<file path="src/rtl/pulpemu_clk_pkg.sv">
`default_nettype none
// ============================================================================
//  Module   : pulpemu_clk_pkg
//  Brief    : Shared types and helpers for the cluster clock-enable controller
//  Revision : 1.0 - initial release
// ============================================================================
package pulpemu_clk_pkg;

    localparam int c_STATE_W = 3;

    // Controller states; the encoding is exported on state_o for status reads.
    typedef enum logic [c_STATE_W-1:0] {
        ST_OFF   = 3'd0,
        ST_WAKE  = 3'd1,
        ST_ON    = 3'd2,
        ST_DRAIN = 3'd3,
        ST_GATE  = 3'd4
    } clk_state_e;

    // Timer must hold the largest window value; never narrower than one bit.
    function automatic int timer_width(input int wake, input int idle, input int gate);
        int m;
        m = wake;
        if (idle > m) m = idle;
        if (gate > m) m = gate;
        return (m < 1) ? 1 : $clog2(m + 1);
    endfunction

    // Timer value on the last cycle of a window; a zero window still lasts one cycle.
    function automatic int last_index(input int cycles);
        return (cycles > 1) ? (cycles - 1) : 0;
    endfunction

endpackage
`default_nettype wire

</file>
<file path="src/rtl/pulpemu_cluster_clk_ctrl_if.sv">
`default_nettype none
// ============================================================================
//  Module   : pulpemu_cluster_clk_ctrl_if
//  Brief    : 4-phase level req/ack clock request between SoC and cluster
//  Revision : 1.0 - initial release
// ============================================================================
interface pulpemu_cluster_clk_ctrl_if;

    logic clk_en_req;   // 1 = cluster clock wanted on
    logic clk_en_ack;   // follows req once the request is fully honoured

    modport master (output clk_en_req, input  clk_en_ack);
    modport slave  (input  clk_en_req, output clk_en_ack);

endinterface
`default_nettype wire

</file>
<file path="src/rtl/pulpemu_sat_cnt.sv">
`default_nettype none
// ============================================================================
//  Module   : pulpemu_sat_cnt
//  Brief    : Saturating up-counter with synchronous clear
//  Revision : 1.0 - initial release
// ============================================================================
module pulpemu_sat_cnt #(
    parameter int STAT_W = 32
) (
    input  wire logic              clk,
    input  wire logic              rst_n,
    input  wire logic              i_clear,
    input  wire logic              i_inc,
    output logic [STAT_W-1:0]      o_count
);

    localparam logic [STAT_W-1:0] c_MAX = '1;

    logic [STAT_W-1:0] r_count;

    // Count up on request, stick at all-ones, clear wins over increment.
    always_ff @(posedge clk or negedge rst_n) begin
        if (!rst_n) begin
            r_count <= '0;
        end else if (i_clear) begin
            r_count <= '0;
        end else if (i_inc && (r_count != c_MAX)) begin
            r_count <= r_count + 1'b1;
        end
    end

    assign o_count = r_count;

endmodule
`default_nettype wire

</file>
<file path="src/rtl/pulpemu_cluster_clk_ctrl.sv">
`default_nettype none
// ============================================================================
//  Module   : pulpemu_cluster_clk_ctrl
//  Brief    : Turns the SoC req/ack clock request into a safe, registered
//             enable for the cluster clock gate, with idle drain before
//             gating, a settle window before acking wake, and a gated-cycle
//             statistics counter.
//  Revision : 1.0 - initial release
// ============================================================================
module pulpemu_cluster_clk_ctrl
    import pulpemu_clk_pkg::*;
#(
    parameter int WAKE_CYCLES = 4,
    parameter int IDLE_CYCLES = 8,
    parameter int GATE_CYCLES = 2,
    parameter bit RESET_ON    = 1'b0,
    parameter int STAT_W      = 32
) (
    input  wire logic                  pulp_cluster_clk,
    input  wire logic                  pulp_soc_rst_n,
    pulpemu_cluster_clk_ctrl_if.slave  req_if,
    input  wire logic                  cluster_busy_i,
    input  wire logic                  dbg_force_on_i,
    output logic                       pulp_cluster_clk_enable,
    output logic [c_STATE_W-1:0]       state_o,
    output logic [STAT_W-1:0]          gated_cnt_o
);

    localparam int                 c_TMR_W     = timer_width(WAKE_CYCLES, IDLE_CYCLES, GATE_CYCLES);
    localparam logic [c_TMR_W-1:0] c_TMR_MAX   = '1;
    localparam logic [c_TMR_W-1:0] c_WAKE_LAST = c_TMR_W'(last_index(WAKE_CYCLES));
    localparam logic [c_TMR_W-1:0] c_IDLE_LAST = c_TMR_W'(last_index(IDLE_CYCLES));
    localparam logic [c_TMR_W-1:0] c_GATE_LAST = c_TMR_W'(last_index(GATE_CYCLES));
    localparam bit                 c_IDLE_ZERO = (IDLE_CYCLES == 0);
    localparam clk_state_e         c_RST_STATE = RESET_ON ? ST_ON : ST_OFF;

    clk_state_e         r_state;
    clk_state_e         w_state_nxt;
    logic [c_TMR_W-1:0] r_timer;
    logic               r_enable;
    logic               r_ack;
    logic               w_enable_nxt;
    logic               w_ack_nxt;
    logic               w_want_on;
    logic               w_wake_done;
    logic               w_idle_done;
    logic               w_gate_done;
    logic               w_timer_run;
    logic               w_gated;

    // Debug force is simply OR-ed in, so it dominates every decision req takes part in.
    assign w_want_on   = dbg_force_on_i | req_if.clk_en_req;
    assign w_wake_done = (r_timer >= c_WAKE_LAST);
    assign w_gate_done = (r_timer >= c_GATE_LAST);
    // A zero drain window gates after one DRAIN cycle regardless of activity.
    assign w_idle_done = c_IDLE_ZERO | (!cluster_busy_i && (r_timer >= c_IDLE_LAST));
    // Timer advances in the timed states; in DRAIN only across idle cycles.
    assign w_timer_run = (r_state == ST_WAKE) || (r_state == ST_GATE) ||
                         ((r_state == ST_DRAIN) && !cluster_busy_i);
    assign w_gated     = (r_state == ST_OFF);

    // State, timer and registered outputs; timer restarts on every state change.
    always_ff @(posedge pulp_cluster_clk or negedge pulp_soc_rst_n) begin
        if (!pulp_soc_rst_n) begin
            r_state  <= c_RST_STATE;
            r_timer  <= '0;
            r_enable <= RESET_ON;
            r_ack    <= RESET_ON;
        end else begin
            r_state  <= w_state_nxt;
            r_enable <= w_enable_nxt;
            r_ack    <= w_ack_nxt;
            if ((w_state_nxt != r_state) || !w_timer_run) begin
                r_timer <= '0;
            end else if (r_timer != c_TMR_MAX) begin
                r_timer <= r_timer + 1'b1;
            end
        end
    end

    // Next-state decision; WAKE and GATE always run to completion once entered.
    always_comb begin
        w_state_nxt = r_state;
        case (r_state)
            ST_OFF:   if (w_want_on)   w_state_nxt = ST_WAKE;
            ST_WAKE:  if (w_wake_done) w_state_nxt = ST_ON;
            ST_ON:    if (!w_want_on)  w_state_nxt = ST_DRAIN;
            ST_DRAIN: begin
                if (w_want_on) begin
                    w_state_nxt = ST_ON;
                end else if (w_idle_done) begin
                    w_state_nxt = ST_GATE;
                end
            end
            ST_GATE:  if (w_gate_done) w_state_nxt = ST_OFF;
            default:  w_state_nxt = c_RST_STATE;
        endcase
    end

    // Output decode from the upcoming state so enable/ack leave flops directly.
    always_comb begin
        w_enable_nxt = 1'b0;
        w_ack_nxt    = 1'b0;
        case (w_state_nxt)
            ST_WAKE: begin
                w_enable_nxt = 1'b1;
            end
            ST_ON, ST_DRAIN: begin
                w_enable_nxt = 1'b1;
                w_ack_nxt    = 1'b1;
            end
            ST_GATE: begin
                w_ack_nxt    = 1'b1;
            end
            default: begin
                w_enable_nxt = 1'b0;
                w_ack_nxt    = 1'b0;
            end
        endcase
    end

    // Statistics are only ever cleared by reset.
    pulpemu_sat_cnt #(
        .STAT_W (STAT_W)
    ) u_gated_cnt (
        .clk     (pulp_cluster_clk),
        .rst_n   (pulp_soc_rst_n),
        .i_clear (1'b0),
        .i_inc   (w_gated),
        .o_count (gated_cnt_o)
    );

    assign pulp_cluster_clk_enable = r_enable;
    assign req_if.clk_en_ack       = r_ack;
    assign state_o                 = r_state;

endmodule
`default_nettype wire

</file>
<file path="src/flat_wrapper.sv">
// flat-port wrapper written by rule: the top's interface ports become plain ports
module pulpemu_cluster_clk_ctrl_flat import pulpemu_clk_pkg::*;
#(
    parameter int WAKE_CYCLES = 4,
    parameter int IDLE_CYCLES = 8,
    parameter int GATE_CYCLES = 2,
    parameter bit RESET_ON    = 1'b0,
    parameter int STAT_W      = 32
)
  (pulp_cluster_clk, pulp_soc_rst_n, cluster_busy_i, dbg_force_on_i, pulp_cluster_clk_enable, state_o, gated_cnt_o, req_if_clk_en_req, req_if_clk_en_ack);
  pulpemu_cluster_clk_ctrl_if req_if_i ();
  input  wire logic pulp_cluster_clk;
  input  wire logic pulp_soc_rst_n;
  input  wire logic cluster_busy_i;
  input  wire logic dbg_force_on_i;
  output logic pulp_cluster_clk_enable;
  output logic [c_STATE_W-1:0] state_o;
  output logic [STAT_W-1:0] gated_cnt_o;
  input wire logic [$bits(req_if_i.clk_en_req)-1:0] req_if_clk_en_req;
  output wire logic [$bits(req_if_i.clk_en_ack)-1:0] req_if_clk_en_ack;
  assign req_if_i.clk_en_req = req_if_clk_en_req;
  assign req_if_clk_en_ack = req_if_i.clk_en_ack;
  pulpemu_cluster_clk_ctrl #(.WAKE_CYCLES(WAKE_CYCLES), .IDLE_CYCLES(IDLE_CYCLES), .GATE_CYCLES(GATE_CYCLES), .RESET_ON(RESET_ON), .STAT_W(STAT_W)) u_core (.pulp_cluster_clk(pulp_cluster_clk), .pulp_soc_rst_n(pulp_soc_rst_n), .req_if(req_if_i), .cluster_busy_i(cluster_busy_i), .dbg_force_on_i(dbg_force_on_i), .pulp_cluster_clk_enable(pulp_cluster_clk_enable), .state_o(state_o), .gated_cnt_o(gated_cnt_o));
endmodule
</file>
<file path="config.mk">
export PLATFORM = sky130hd
export DESIGN_NAME = pulpemu_cluster_clk_ctrl_flat
export DESIGN_NICKNAME = d
export VERILOG_FILES = /design/src/rtl/pulpemu_clk_pkg.sv /design/src/rtl/pulpemu_cluster_clk_ctrl_if.sv /design/src/rtl/pulpemu_sat_cnt.sv /design/src/rtl/pulpemu_cluster_clk_ctrl.sv /design/src/flat_wrapper.sv
export SDC_FILE = /design/constraint.sdc
export NUM_CORES = 1
export LEC_CHECK = 0
export BUFFER_PORTS_ARGS = -buffer_cell sky130_fd_sc_hd__buf_2
export CELL_PAD_IN_SITES_DETAIL_PLACEMENT = 0
export CELL_PAD_IN_SITES_GLOBAL_PLACEMENT = 2
export CORE_MARGIN = 3
export CORE_UTILIZATION = 34
export DETAILED_ROUTE_END_ITERATION = 10
export GPL_TIMING_DRIVEN = 1
export PLACE_DENSITY_LB_ADDON = 0.1
export SLEW_MARGIN = 10
export SYNTH_ARGS = -nofsm -noshare
export SYNTH_HDL_FRONTEND = slang
export SYNTH_HIERARCHICAL = 1
export SYNTH_SLANG_ARGS = --single-unit
</file>
<file path="constraint.sdc">
create_clock -name pulp_cluster_clk -period 3.1 [get_ports pulp_cluster_clk]
set_input_delay 0.62 -clock pulp_cluster_clk [delete_from_list [all_inputs] [get_ports pulp_cluster_clk]]
set_output_delay 0.62 -clock pulp_cluster_clk [all_outputs]
set_load 0.02 [all_outputs]
</file>
After elaboration in Yosys (flattened, before gate mapping)
Index checks and enable logic that the tools add are counted.
- output and inout bits: 37
- word-level logic and storage cells: 45
- bits in registers: 41
- bits of input ports: 5
- reductions and logical operators: 12
- bitwise gates (word level): 1
- add/sub/neg operators: 2
- equal/unequal tests: 11
- mux-type cells: 11
- $lt $le $gt $ge: 3
- operator list (operator ; number):
    $add 32x1->32 const B ; 1
    $ne 32x32->1 const B ; 1
    $mux 3 ; 6
    $pmux 3 s5 ; 1
    $eq 3x2->1 const B ; 4
    $mux 4 ; 2
    $eq 3x1->1 const B ; 2
    $eq 3x3->1 const B ; 2
    $reduce_or 3->1 ; 2
    $add 4x1->4 const B ; 1
    $ge 4x1->1 const B ; 1
    $ge 4x2->1 const B ; 1
    $ge 4x3->1 const B ; 1
    $ne 4x4->1 const B ; 1
    $logic_and 1x1->1 ; 3
    $logic_not 3->1 ; 1
    $logic_or 1x1->1 ; 3
    $ne 3x3->1 ; 1
    $logic_not 1->1 ; 2
    $mux 1 ; 2
    $reduce_bool 2->1 ; 1
    $or 1x1->1 ; 1

Longest topological paths before layout
Gate-level depths: netlist (run 1).
- word-level depth: 8
- depth in mapped cells: 9
- depth with buffers taken out: 6

By module
The synthesis (run 1) kept the hierarchy.
- modules (own cells, without submodules) (module ; seq. area each (sq um) ; area an instance (sq um) ; instances ; cells an instance):
    pulpemu_sat_cnt ; 800.8 ; 1854.3 ; 1 ; 198
    pulpemu_cluster_clk_ctrl ; 225.2 ; 590.6 ; 1 ; 62

Least setup slack after synthesis (run 1)
Ideal clock, no wire load.
- path kind: register to register
- start point: reg u_core.r_state[2] (netlist: u_core/state_o[2])
- end point: reg u_core.u_gated_cnt.r_count[31] (netlist: u_core/u_gated_cnt/o_count[31])
- cell stages (with the launch flop): 9
- setup time: 125 ps
- slack: 784 ps
- period minus slack after synthesis: 2316 ps
- buffers on the path: 2
- arrival: 2192 ps
- required time: 2975 ps
- cells stage by stage: dfrtp_1 buf_2 nor3_1 and3_1 nand4_1 a21o_1 buf_2 nor4_1 mux2_2
- cells in the longest elaborated chain, start to end: 2
- ends and longest elaborated chain (element ; RTL line ; RTL):
    from (decl) ; pulpemu_cluster_clk_ctrl.sv:37 ; clk_state_e r_state;
    from (signal assigned) ; pulpemu_cluster_clk_ctrl.sv:65 ; r_state <= c_RST_STATE;
    from (signal assigned) ; pulpemu_cluster_clk_ctrl.sv:70 ; r_state <= w_state_nxt;
    $logic_not 3->1 ; pulpemu_cluster_clk_ctrl.sv:60 ; assign w_gated = (r_state == ST_OFF);
    named net u_core.w_gated ; pulpemu_cluster_clk_ctrl.sv:49 ; logic w_gated;
    $logic_and 1x1->1 ; pulpemu_sat_cnt.sv:27 ; end else if (i_inc && (r_count != c_MAX)) begin
    to (signal assigned) ; pulpemu_sat_cnt.sv:28 ; r_count <= r_count + 1'b1;
    to (decl) ; pulpemu_sat_cnt.sv:19 ; logic [STAT_W-1:0] r_count;
The timed path passes the listed nets, and every way through them passes these cells.
A chain may end at the register's enable or synchronous reset.

Worst setup path in the final report (run 1)
Ends and elaborated chain as after synthesis.

==> results of run 1 <==
==> cells by family after synthesis <==
family                   after synthesis  share of synthesized area
AND/OR/NAND/NOR                      124                      0.295
AO/OA/AOI/OAI                         46                      0.136
flip-flops                            41                      0.420
buffers and inverters                 21                     0.0358
XOR/XNOR                              14                     0.0502
multiplexers                           9                     0.0415
adder cells (fa/ha/maj)                4                     0.0205
other                                  1                    0.00153
==> layout make-up <==
type	instances	area, um2
Timing Repair Buffer	41	205
Multi-Input combinational cell	201	1340
Clock buffer	7	86.3
Fill cell	716	4040
Sequential cell	41	1030
Tap cell	96	120
Inverter	12	45.0
==> report_power, final <==
group	internal (uW)	total, uW	switching (uW)
Combinational	128	333	205
Clock	177	352	176
Sequential	575	633	58.0
Total	879	1320	439
==> flip-flops by register name, indices dropped and copies added, names as in the netlist <==
| signal | cells |
|---|---|
| u_core/r_timer | 4 |
| u_core/state_o | 3 |
| u_core/pulp_cluster_clk_enable | 1 |
| u_core/req_if.clk_en_ack | 1 |
| u_core/u_gated_cnt/o_count | 32 |
==> placed cells by master, fill, tap and decap left out, drive strengths merged, types with 3 or more instances in the layout <==
cell,instances
nor4,13
o21ai,6
a21o,3
xnor2,11
ha,4
mux2,6
mux2i,3
o21a,3
conb,4
inv,12
nand2,12
a21oi,12
or3,5
xor2,3
and3,9
a211oi,6
nor2b,7
buf,41
nand3,15
nor2,28
clkbuf,7
and2,3
nor3,8
nand2b,5
o31ai,4
dfrtp,41
or4,3
nand4,7
==> critical path: stages (launching register included) <==
cell	delay [ps]
sky130_fd_sc_hd__dfrtp_1	490
sky130_fd_sc_hd__nor3_1	450
sky130_fd_sc_hd__and3_1	320
sky130_fd_sc_hd__nand4_1	110
sky130_fd_sc_hd__a21o_1	360
sky130_fd_sc_hd__nor4_1	370
sky130_fd_sc_hd__mux2_2	370
==> per-layer routing <==
layer | GRT usage | up-vias | share of wire
li1 | - | 1029 | -
met1 | 0.210 | 969 | 0.52
met2 | 0.216 | 48 | 0.44
met3 | 0.0350 | 4 | 0.040
met4 | 0.0302 | 0 | 0.0075
met5 | 0 | - | 0
==> stage by stage <==
step,instance area [um2],cells,total power [uW],utilization
after floorplan,2460,263,881,-
after global placement,2740,391,985,0.399
after detailed placement,2740,391,977,0.399
after CTS,2830,398,1340,0.411
after global routing,2830,398,1420,0.411
final,2830,398,1320,0.411
==> worst paths after layout <==
kind                                                     from                        endpoint  slack (ps)  depth (start not counted)
setup reg to reg                            u_core/state_o[2]  u_core/u_gated_cnt/o_count[31]         530                          6
setup / recovery                            u_core/state_o[2]  u_core/u_gated_cnt/o_count[31]         530                          6
hold / removal                                 pulp_soc_rst_n        u_core/req_if.clk_en_ack         480                          1
min in group pulp_cluster_clk  u_core/u_gated_cnt/o_count[30]  u_core/u_gated_cnt/o_count[30]         600                          2
hold reg to reg                u_core/u_gated_cnt/o_count[30]  u_core/u_gated_cnt/o_count[30]         600                          2
max in group asynchronous                      pulp_soc_rst_n   u_core/u_gated_cnt/o_count[7]        2050                          1
==> flow_summary.ini, run 1 <==
[die]
start_util = 0.356
fp.dieArea_um2 = 8240
die_h_um = 90.8
placeableCoreArea_um2 = 6870
floorplan.io_pins = 42
fp_rows = 30
die_w_um = 90.8

[cts]
post_cts.repair.setup_buffers = 0
cts.sinks = 41
cts_resized = 0
clock_tree.htree_level_count = 2
clkLatencyLatePin_ps = 290
cts_tree = yes
ctsLongestPathBuffers = 2
cts_made_buffers = 5
worst_setup_hold_path_clk_slew_ps = 80
clock_tree.root_cell = sky130_fd_sc_hd__clkbuf_8
cts_hold_fix_bufs = 0

[synthesis]
syn-instance-count = 260
post_synth_main_area_contributors = sky130_fd_sc_hd__dfrtp_1 (42%), sky130_fd_sc_hd__nor2_1 (4.3%), sky130_fd_sc_hd__xnor2_1 (3.9%)
synth_cell_type_count = 54
ys_seq_elements = 41
synth_commonest_cells = sky130_fd_sc_hd__dfrtp_1 (41), sky130_fd_sc_hd__nor2_1 (28), sky130_fd_sc_hd__nand3_1 (14)
synth_flop_cell = sky130_fd_sc_hd__dfrtp_1
synth-edff-count = 0
synthesis.yosys.warnings = 6
most_frequently_used_cell_type_in_the_post_synthesis_netlist = sky130_fd_sc_hd__dfrtp_1
synthesis.area_um2 = 2440
synth.avg_cell_area_um2 = 9.40
synth-seq-area-share = 0.420
synth_area_leader_cell = sky130_fd_sc_hd__dfrtp_1
synth-async-reset-ratio = 1.00
synth_top_area_frac = 0.420

[sta]
post-route-min-period_ps = 2570
worst_slew_pin_slew_ps = 936
setup_viol = 0
max_slew_margin = 0.376
timing.final.max_slew_violations = 0
final.setup.tns_ps = 0
holdWs_ps = 477
finalHoldViolations = 0
fmax_mhz = 389
timing.clock.skew_ps = 6.06
final.period_utilization = 0.830
grt_setup_unrepaired = false
setup_slack_ps = 528

[worst_setup_path]
worst-endpoint-required_ps = 3280
worstPathArrival_ps = 2750
crit_type = register to register
setup.worst_path.start_class = register
worst-path-max-fanout = 19
cp_capture_type = register

[pwr]
power.leakage_uw = 0.00127
ir_worst_vdd_uv = 196
powerDensity_nw_per_um2 = 466

[global_route]
grt_antenna_before_repair = 0
grt_pass1_wl_um = 9740
overflow_left_after_global_routing = 0
grt_max_degree = 42
groute.usage.overall = 0.144
vias_in_the_first_global_route = 1958

[status]
outcome = complete, no violations

[placed_design]
preCtsSetupSlack_ps = 483
hpwlAfterDp_um = 4200
gp_routability_congestion = 0.762
port-buffer-count = 41

[job]
maxCapViolCount = 0

[finish]
antenna_cells = 0
number_of_nets_in_the_layout = 311
post_route_cells_drive_above_1_share = 0.222
synthToLayoutAreaGrowth_pct = 15.6

[routing]
wl_per_cell_um = 14.7
routed-via-count = 2050
drt_iter0_markers = 90
drt_wl_total_um = 5860
vias_per_cell = 5.15
detailedRoute.firstPassIterationCount = 4
drc = 0
detail-route-antenna-nets = 0

[worst_hold_path]
hold_class = primary input to asynchronous set/reset pin
Note: power is estimated with default switching activity, not from simulation.
==> run 2, diff against run 1 <==
clock period = 2.5 ns   (was 3.1 ns; I/O delays follow)
==> run 2 against run 1 <==
  * Power increased by 28%
  * Global-route usage increased by 1.0 points
  * Clock power grew 27%
  * Fmax rose by 16%
  * Register-to-register slack got worse by 250 ps
  * Non-clock buffer count grew 10
  * Core utilization grew 1.1 points
  * Clock skew increased by 9.4 ps
  * Sequential cell count stayed put
  * Largest cell class unchanged
  * Highest routed layer unchanged
==> flow_summary.ini, run 2 (synthesized netlist as in run 1, its figures left out) <==
[status]
outcome = complete, no violations

[cts]
clock_tree.root_cell = sky130_fd_sc_hd__clkbuf_8
post_cts.repair.setup_buffers = 0
cts_resized = 0
cts.sinks = 41
cts_hold_fix_bufs = 0
clkLatencyLatePin_ps = 310
ctsLongestPathBuffers = 2
cts_tree = yes
clock_tree.htree_level_count = 2
cts_made_buffers = 5
worst_setup_hold_path_clk_slew_ps = 100

[global_route]
overflow_left_after_global_routing = 0
grt_antenna_before_repair = 0
grt_max_degree = 29
vias_in_the_first_global_route = 1953
grt_pass1_wl_um = 10200
groute.usage.overall = 0.154

[worst_setup_path]
timing.critical_path.buf_inv = 0
reg2reg_setup_slack_ps = 280
worst_path_cell_chain = nor3_1 -> and3_1 -> nand4_1 -> a21o_1 -> nor4_1 -> mux2_2
r2r_cells = 6
worst_path_max_delay_cell = sky130_fd_sc_hd__dfrtp_1
cp_slowest_stage_delay_ps = 460
r2r-end = u_core/u_gated_cnt/o_count[31]
worstSetupPathDepth = 6
worst-path-max-fanout = 12
critPathCapture = u_core/u_gated_cnt/o_count[31]
worstPathArrival_ps = 2400
cp_capture_type = register
crit_type = register to register
r2r_start = u_core/state_o[0]
crit_start = u_core/state_o[0]
setup.worst_path.start_class = register
critical-path-top-delay-family = simple AND/OR/NAND/NOR gates
worst-endpoint-required_ps = 2690

[routing]
m1WireLength_um = 3180
met2WireLength_um = 2750
detail-route-antenna-nets = 0
dr_wl_met3_um = 257
drt_wl_total_um = 6250
highest_layer = met4
routed-via-count = 2123
drc = 0
vias_per_cell = 5.19
detailedRoute.firstPassIterationCount = 4
wl_per_cell_um = 15.3
drt_iter0_markers = 97

[die]
die_h_um = 90.8
fp.dieArea_um2 = 8240
floorplan.io_pins = 42
start_util = 0.356
die_w_um = 90.8
placeableCoreArea_um2 = 6870
fp_rows = 30

[pwr]
power.share.sequential = 0.453
switching_share = 0.353
logic_pwr_share = 0.281
ir_worst_vdd_uv = 229
power.share.clock = 0.265
powerDensity_nw_per_um2 = 580
p_sw_uw = 594
power.leakage_uw = 0.00132
p_int_uw = 1090

[sta]
max_slew_margin = 0.610
timing.clock.skew_ps = 15.5
post-route-min-period_ps = 2220
final.setup.tns_ps = 0
setup_viol = 0
fmax_mhz = 451
final.period_utilization = 0.887
setup_slack_ps = 282
timing.final.max_slew_violations = 0
finalHoldViolations = 0
worst_slew_pin_slew_ps = 581
grt_setup_unrepaired = false

[finish]
seqCellArea_um2 = 1030
number_of_nets_in_the_layout = 321
multi_input_gate_area_um2 = 1340
layout_common_cells = sky130_fd_sc_hd__buf_2 (41), sky130_fd_sc_hd__dfrtp_1 (41), sky130_fd_sc_hd__nor2_1 (28)
final_cell_area_um2 = 2900
antenna_cells = 0
largest_register_ffs = 32
layout.filler_cells = 728
synthToLayoutAreaGrowth_pct = 18.6
finish.cell_count_without_fillers = 409
post_route_cells_drive_above_1_share = 0.252

[placed_design]
port-buffer-count = 41
preCtsSetupSlack_ps = 296
placed_cells_incl_taps = 401
gp_routability_congestion = 0.752
placement.cell_area_um2 = 2810
hpwlAfterDp_um = 4510

[worst_hold_path]
hold_class = primary input to asynchronous set/reset pin

[job]
maxCapViolCount = 0
## run 2: routing by layer
metal  vias up  GRT usage
met5         -          0
met4         0     0.0415
met3         6     0.0367
met2        43      0.229
met1      1025      0.223
li1       1049          -
## run 2: through the flow
| stage | hold slack [ps] | total power, uW | util |
|---|---|---|---|
| 6_report | 168 | 1680 | 0.422 |
| 5_1_grt | 197 | 1780 | 0.422 |
| 4_1_cts | 195 | 1700 | 0.422 |
| 3_5_place_dp | 531 | 1250 | 0.410 |
| 3_3_place_gp | 536 | 1250 | 0.410 |
| 2_1_floorplan | 204 | 1090 | - |
## run 2: worst min-delay path by stage
| stage | startpoint | end | slack, ps | cells after the start |
|---|---|---|---|---|
| floorplan | pulp_soc_rst_n | u_core/pulp_cluster_clk_enable | 200 | 0 |
| global placement | pulp_soc_rst_n | u_core/r_timer[2] | 540 | 1 |
| detailed placement | pulp_soc_rst_n | u_core/r_timer[2] | 530 | 1 |
| CTS | pulp_soc_rst_n | u_core/u_gated_cnt/o_count[10] | 200 | 1 |
| global route | pulp_soc_rst_n | u_core/u_gated_cnt/o_count[10] | 200 | 1 |
| finish | pulp_soc_rst_n | u_core/u_gated_cnt/o_count[11] | 170 | 1 |
## run 2: layout make-up
class | instances | share of cell area
clock buffers | 5 | 0.0237
clock inverters | 3 | 0.00604
inverters | 12 | 0.0155
repair buffers | 51 | 0.0966
flip-flops and latches | 41 | 0.354
multi-input cells | 201 | 0.463
well taps | 96 | 0.0414
## run 2: power by group through the flow
stage	registers, uW	logic (uW)	clock network [uW]
global placement	776	470	0
floorplan	822	270	0
global route	775	524	483
finish	762	473	446
detailed placement	778	468	0
CTS	765	470	463
## run 2: worst register-to-register path, stage by stage, from the launching register on
cell and delay, ps:
sky130_fd_sc_hd__dfrtp_1 460, sky130_fd_sc_hd__nor3_1 330, sky130_fd_sc_hd__and3_1 220, sky130_fd_sc_hd__nand4_1 100, sky130_fd_sc_hd__a21o_1 300, sky130_fd_sc_hd__nor4_1 330
sky130_fd_sc_hd__mux2_2 370
